## src/rtl/writeback_register_file.sv

```systemverilog
// ----------------------------------------------------------------------------
// writeback_register_file
//
// Consumer end of the execute-stage writeback path. Commits writeback beats
// into a register file, keeps a sticky two-bit status register, serves two
// registered operand read ports with same-cycle writeback bypass, and tracks
// a busy scoreboard so the issue stage can stall on pending writes.
//
// Ports
//   clock_i            single clock, rising edge
//   resetn_i           asynchronous active-low reset
//   wbEnable_i         writeback beat valid
//   wbAddress_i        destination register of the writeback
//   wbData_i           writeback data
//   statusEnable_i     statusWriteback_i is valid this cycle
//   statusWriteback_i  [1] overflow, [0] underflow
//   statusClear_i      clear the sticky status
//   claimEnable_i      issue stage reserves a destination register
//   claimAddress_i     register being reserved
//   readEnable_i       operand fetch request
//   readAddrA_i        primary operand address
//   readAddrB_i        secondary operand address
//   pOperand_o         primary operand, registered
//   sOperand_o         secondary operand, registered
//   operandValid_o     operands valid, registered
//   hazard_o           combinational stall request
//   statusReg_o        sticky status, registered
// ----------------------------------------------------------------------------
module writeback_register_file #(
    parameter int DATA_WIDTH = 16,
    parameter int ADDR_WIDTH = 5,
    parameter int REG_COUNT  = 32
) (
    input  logic                  clock_i,
    input  logic                  resetn_i,
    input  logic                  wbEnable_i,
    input  logic [ADDR_WIDTH-1:0] wbAddress_i,
    input  logic [DATA_WIDTH-1:0] wbData_i,
    input  logic                  statusEnable_i,
    input  logic [1:0]            statusWriteback_i,
    input  logic                  statusClear_i,
    input  logic                  claimEnable_i,
    input  logic [ADDR_WIDTH-1:0] claimAddress_i,
    input  logic                  readEnable_i,
    input  logic [ADDR_WIDTH-1:0] readAddrA_i,
    input  logic [ADDR_WIDTH-1:0] readAddrB_i,
    output logic [DATA_WIDTH-1:0] pOperand_o,
    output logic [DATA_WIDTH-1:0] sOperand_o,
    output logic                  operandValid_o,
    output logic                  hazard_o,
    output logic [1:0]            statusReg_o
);

    localparam logic [ADDR_WIDTH-1:0] ZERO_ADDR = '0;

    // ------------------------------------------------------------------
    // Decoded write / claim selects, one bit per register.
    // Register 0 is never selected, so it can neither be written nor
    // become busy.
    // ------------------------------------------------------------------
    logic [REG_COUNT-1:0]  wb_sel;
    logic [REG_COUNT-1:0]  claim_sel;
    logic [DATA_WIDTH-1:0] reg_file [REG_COUNT];
    logic [REG_COUNT-1:0]  busy;

    genvar gi;
    generate
        for (gi = 0; gi < REG_COUNT; gi++) begin : g_reg
            if (gi == 0) begin : g_zero
                assign wb_sel[gi]    = 1'b0;
                assign claim_sel[gi] = 1'b0;
                assign reg_file[gi]  = '0;
                assign busy[gi]      = 1'b0;
            end else begin : g_entry
                logic [DATA_WIDTH-1:0] entry_reg;
                logic                  busy_reg;

                assign wb_sel[gi]    = wbEnable_i &&
                                       (wbAddress_i == ADDR_WIDTH'(gi));
                assign claim_sel[gi] = claimEnable_i &&
                                       (claimAddress_i == ADDR_WIDTH'(gi));

                always_ff @(posedge clock_i or negedge resetn_i) begin
                    if (!resetn_i) begin
                        entry_reg <= '0;
                    end else if (wb_sel[gi]) begin
                        entry_reg <= wbData_i;
                    end
                end

                // A claim in the same cycle as a writeback to this entry
                // means a newer producer is in flight, so the claim wins.
                always_ff @(posedge clock_i or negedge resetn_i) begin
                    if (!resetn_i) begin
                        busy_reg <= 1'b0;
                    end else if (claim_sel[gi]) begin
                        busy_reg <= 1'b1;
                    end else if (wb_sel[gi]) begin
                        busy_reg <= 1'b0;
                    end
                end

                assign reg_file[gi] = entry_reg;
                assign busy[gi]     = busy_reg;
            end
        end
    endgenerate

    // ------------------------------------------------------------------
    // Operand lookup with same-cycle writeback bypass.
    // ------------------------------------------------------------------
    logic                  bypass_a;
    logic                  bypass_b;
    logic [DATA_WIDTH-1:0] value_a;
    logic [DATA_WIDTH-1:0] value_b;

    assign bypass_a = wbEnable_i && (wbAddress_i == readAddrA_i) &&
                      (readAddrA_i != ZERO_ADDR);
    assign bypass_b = wbEnable_i && (wbAddress_i == readAddrB_i) &&
                      (readAddrB_i != ZERO_ADDR);

    assign value_a = bypass_a ? wbData_i : reg_file[readAddrA_i];
    assign value_b = bypass_b ? wbData_i : reg_file[readAddrB_i];

    // ------------------------------------------------------------------
    // Hazard: a busy operand blocks unless its writeback lands this very
    // cycle, in which case the bypass supplies the value. Same-cycle
    // claims are deliberately not looked at here.
    // ------------------------------------------------------------------
    logic blk_a;
    logic blk_b;

    assign blk_a    = busy[readAddrA_i] && !bypass_a;
    assign blk_b    = busy[readAddrB_i] && !bypass_b;
    assign hazard_o = readEnable_i && (blk_a || blk_b);

    logic read_fire;
    assign read_fire = readEnable_i && !hazard_o;

    // ------------------------------------------------------------------
    // Registered operand outputs; values hold when no read fires.
    // ------------------------------------------------------------------
    always_ff @(posedge clock_i or negedge resetn_i) begin
        if (!resetn_i) begin
            pOperand_o     <= '0;
            sOperand_o     <= '0;
            operandValid_o <= 1'b0;
        end else begin
            operandValid_o <= read_fire;
            if (read_fire) begin
                pOperand_o <= value_a;
                sOperand_o <= value_b;
            end
        end
    end

    // ------------------------------------------------------------------
    // Sticky status. Clear together with new flags keeps the new flags.
    // ------------------------------------------------------------------
    logic [1:0] status_next;

    always_comb begin
        status_next = statusReg_o;
        if (statusClear_i && statusEnable_i) begin
            status_next = statusWriteback_i;
        end else if (statusEnable_i) begin
            status_next = statusReg_o | statusWriteback_i;
        end else if (statusClear_i) begin
            status_next = 2'b00;
        end
    end

    always_ff @(posedge clock_i or negedge resetn_i) begin
        if (!resetn_i) begin
            statusReg_o <= 2'b00;
        end else begin
            statusReg_o <= status_next;
        end
    end

endmodule

```

## config.mk

```make
export PLATFORM = sky130hd
export DESIGN_NAME = writeback_register_file
export DESIGN_NICKNAME = d
export VERILOG_FILES = /design/src/rtl/writeback_register_file.sv
export SDC_FILE = /design/constraint.sdc
export NUM_CORES = 1
export LEC_CHECK = 0
export CAP_MARGIN = 20
export CORE_ASPECT_RATIO = 1.4
export CORE_MARGIN = 2
export CORE_UTILIZATION = 40
export DETAILED_ROUTE_END_ITERATION = 10
export PLACE_DENSITY_LB_ADDON = 0.1
export SLEW_MARGIN = 0
export SYNTH_ARGS = -nofsm -noshare
export SYNTH_HDL_FRONTEND = slang
export SYNTH_SLANG_ARGS = --single-unit
```

## constraint.sdc

```tcl
create_clock -name clock_i -period 2.25 [get_ports clock_i]
set_input_delay 0.225 -clock clock_i [delete_from_list [all_inputs] [get_ports clock_i]]
set_output_delay 0.225 -clock clock_i [all_outputs]
set_load 0.005 [all_outputs]
```

==> results.json <==
{
  "grt_pass1_wl_um": 160300,
  "max_slew.worst_pin.slew_ns": 1.078,
  "critPathRequiredTime_ns": 2.03,
  "worstSetupStartpointType": "flip-flop",
  "arrival_ns": 2.63,
  "largest_register_ffs": 496,
  "fillerInstances": 6543,
  "grt_use_total_pct": 28.46,
  "fin_skew_ns": 0.02314,
  "ys_types": 60,
  "async_flop_share_pct": 100.0,
  "swShare_pct": 28.21,
  "syn_inst": 2192,
  "numCtsBuffers": 60,
  "gp_congestion": 0.9033,
  "power_frac_comb_pct": 23.4,
  "core_area_um2": 74890,
  "ios": 81,
  "crit_path_end_kind": "output port",
  "slew_headroom_pct": 27.90,
  "place_ws_ns": -0.9961,
  "syn-num-nets": 2237,
  "route.detailed.drc": 0,
  "internal-power_uw": 22960,
  "num_vias": 21455,
  "synth_top_cells_by_area": "dfrtp_1, mux2_2, mux4_2",
  "hold_viol": 0,
  "max_freq_mhz": 350.6,
  "dp_cells": 3381,
  "grt_antenna_before_repair": 0,
  "max-clock-path-buffers": 3,
  "portBuffers": 80,
  "yosysTopAreaCellShare_pct": 46.73,
  "leakage_uw": 0.01617,
  "synth_edf_count": 0,
  "setup-tns-final_ns": -14.35,
  "setup_slack_ns": -0.6023,
  "cts_tree": "built",
  "die_area_um2": 77480,
  "max-cap-violations": 0,
  "wire_per_inst_um": 31.26,
  "cts_max_level": 2,
  "diodes": 0,
  "drt_wl_total_um": 109300,
  "period_minus_slack_ns": 2.852,
  "power_density_nw_per_um2": 862.9,
  "firstDrtPassIters": 6,
  "cts-root-buf": "clkbuf_16",
  "pwr-share-clk_pct": 33.4,
  "clock_latency_ns": 0.66,
  "die_h_um": 328.6,
  "cts.sinks": 562,
  "final_max_slew_viol_count": 0,
  "violations": "setup timing",
  "start_util_pct": 40.19,
  "place.detailed.hpwl_um": 75110,
  "critPathMaxFanout": 3,
  "synthFlopType": "dfrtp_1",
  "ys_ff_latch": 562,
  "path_class": "reg2out",
  "vias_per_cell": 6.134,
  "instances_no_fill": 3498,
  "std_cell_rows": 119,
  "drt-initial-drc-count": 1398,
  "ys_warn_count": 0,
  "seq_area_frac_synth_pct": 46.73,
  "rsz0062_at_grt": "true",
  "drive_gt1_share_pct": 48.06,
  "overflow": 0,
  "hp-class": "in2reg",
  "setup_viol": 34,
  "status": "complete, but fails checks",
  "area_growth_pct": 23.17,
  "clkTransAtPathRegs_ns": 0.06,
  "syn_area_per_cell_um2": 13.73,
  "synth_area_leader_cell": "dfrtp_1",
  "synth_area_um2": 30100,
  "layout.nets": 2528,
  "grt_max_degree": 110,
  "dieWidth_um": 235.8,
  "p_switching_uw": 9022,
  "ir_drop_v": 0.0005756,
  "sequentialPowerShare_pct": 43.3,
  "antenna_left": 0,
  "period_share_pct": 126.8,
  "grt_pass1_vias": 22957
}
cell type report:
cell class / instances / area [um^2] / area share, %
Timing Repair Buffer: 439 / 4553 / 12.28
Tap cell: 968 / 1211 / 3.267
Clock buffer: 85 / 1777 / 4.793
Inverter: 20 / 75.07 / 0.2025
Multi-Input combinational cell: 1400 / 15070 / 40.66
Clock inverter: 24 / 316.6 / 0.8540
Sequential cell: 562 / 14060 / 37.94
synthesized netlist by cell type (all sizes together) (8+ instances only):
library cell and instances:
mux4 167, nor3 25, a31oi 16, nor2b 19
o21ai 50, a22oi 59, nor3b 8, mux2 554
nand2b 8, nand2 41, dfrtp 562, o32ai 13
a2111oi 10, clkbuf 126, buf 84, mux2i 146
inv 20, a21oi 19, o22ai 64, nor2 69
a22o 27, nand4b 9, a221oi 23, nor4 18
cell families after synthesis:
group	Yosys count	synth area share [%]
multiplexers	867	38.42
flip-flops	562	46.73
AO/OA/AOI/OAI	301	7.063
buffers and inverters	230	3.675
AND/OR/NAND/NOR	224	3.879
XOR/XNOR	8	0.2328
power groups by stage:
| stage | sequential (uW) | clock, uW | combinational (uW) |
|---|---|---|---|
| after floorplan | 13400 | 0 | 4620 |
| after global placement | 13900 | 0 | 7280 |
| after detailed placement | 14000 | 0 | 7420 |
| after CTS | 13800 | 10900 | 7510 |
| after global routing | 14100 | 11300 | 7960 |
| final | 13800 | 10700 | 7470 |
cell usage in the layout (no fill, tap or decap), types with 6 or more instances in the layout:
cell type        count
a22oi_1             59
nand2b_1             8
clkinv_2            11
nor2b_1             17
mux2_4              20
buf_12              82
o221ai_1             7
a221oi_1            23
inv_1               20
clkbuf_8            16
nand4b_1             9
o311ai_0             7
nor2_1              57
o32ai_1             13
nor3_1              21
mux2i_1            146
nor3b_1              6
mux2_2             534
a21oi_1             18
clkbuf_1             8
a22o_1              27
nor2_2              12
mux4_2             158
nor4_1              15
a31oi_1             16
mux4_1               7
o22ai_1             64
xnor2_1              7
dfrtp_1            562
bufinv_16            7
nand3_1              6
a2111oi_0            9
clkdlybuf4s50_1     72
buf_4              273
nand2_1             41
o21ai_0             47
clkbuf_16           61
metrics by stage:
step	cell area [um^2]	hold slack (ns)	utilization, %	total power, uW
3_5_place_dp	34820	0.09356	46.50	21410
2_1_floorplan	30100	-0.07059	-	18030
3_3_place_gp	34810	0.09357	46.48	21130
4_1_cts	37040	0.1059	49.46	32230
6_report	37070	0.1438	49.50	31990
5_1_grt	37070	0.1607	49.50	33350
worst max-delay path, cell delays in order, from the launching register on:
cell and delay (ns):
dfrtp_1 0.43, mux4_2 0.49, mux2_2 0.30, o31ai_4 0.29, o21ai_4 0.14, and2_4 0.21, buf_6 0.11
what timing repair did:
action	CTS	global route
pin swaps	4	3
resized for setup	15	3
gates cloned	1	0
hold buffers	3	0
endpoints found under the hold margin	374	0
setup endpoints to repair	34	34
setup buffers	2	2
metal layers:
metal	vias up	track usage, %	part of all wire, %
li1	9046	-	-
met1	11465	34.61	39
met2	708	49.00	50
met3	236	3.332	4.4
met4	0	16.60	6.7
met5	-	0	0
worst paths after layout:
check,from,to,slack (ns),cells past startpoint
worst min-delay path,statusWriteback_i[1],statusReg_o[1]$_DFFE_PN0P_,0.14,3
worst max-delay path,g_reg[13].g_entry.busy_reg$_DFFE_PN0P_,hazard_o,-0.60,6
worst min register to register,pOperand_o[5]$_DFFE_PN0P_,pOperand_o[5]$_DFFE_PN0P_,0.52,1
min in group asynchronous,resetn_i,g_reg[17].g_entry.entry_reg[1]$_DFFE_PN0P_,0.55,3
worst max register to register,g_reg[13].g_entry.busy_reg$_DFFE_PN0P_,sOperand_o[3]$_DFFE_PN0P_,-0.51,8
max in group asynchronous,resetn_i,g_reg[31].g_entry.entry_reg[15]$_DFFE_PN0P_,0.76,5
Note: power is estimated with default switching activity, not from simulation.
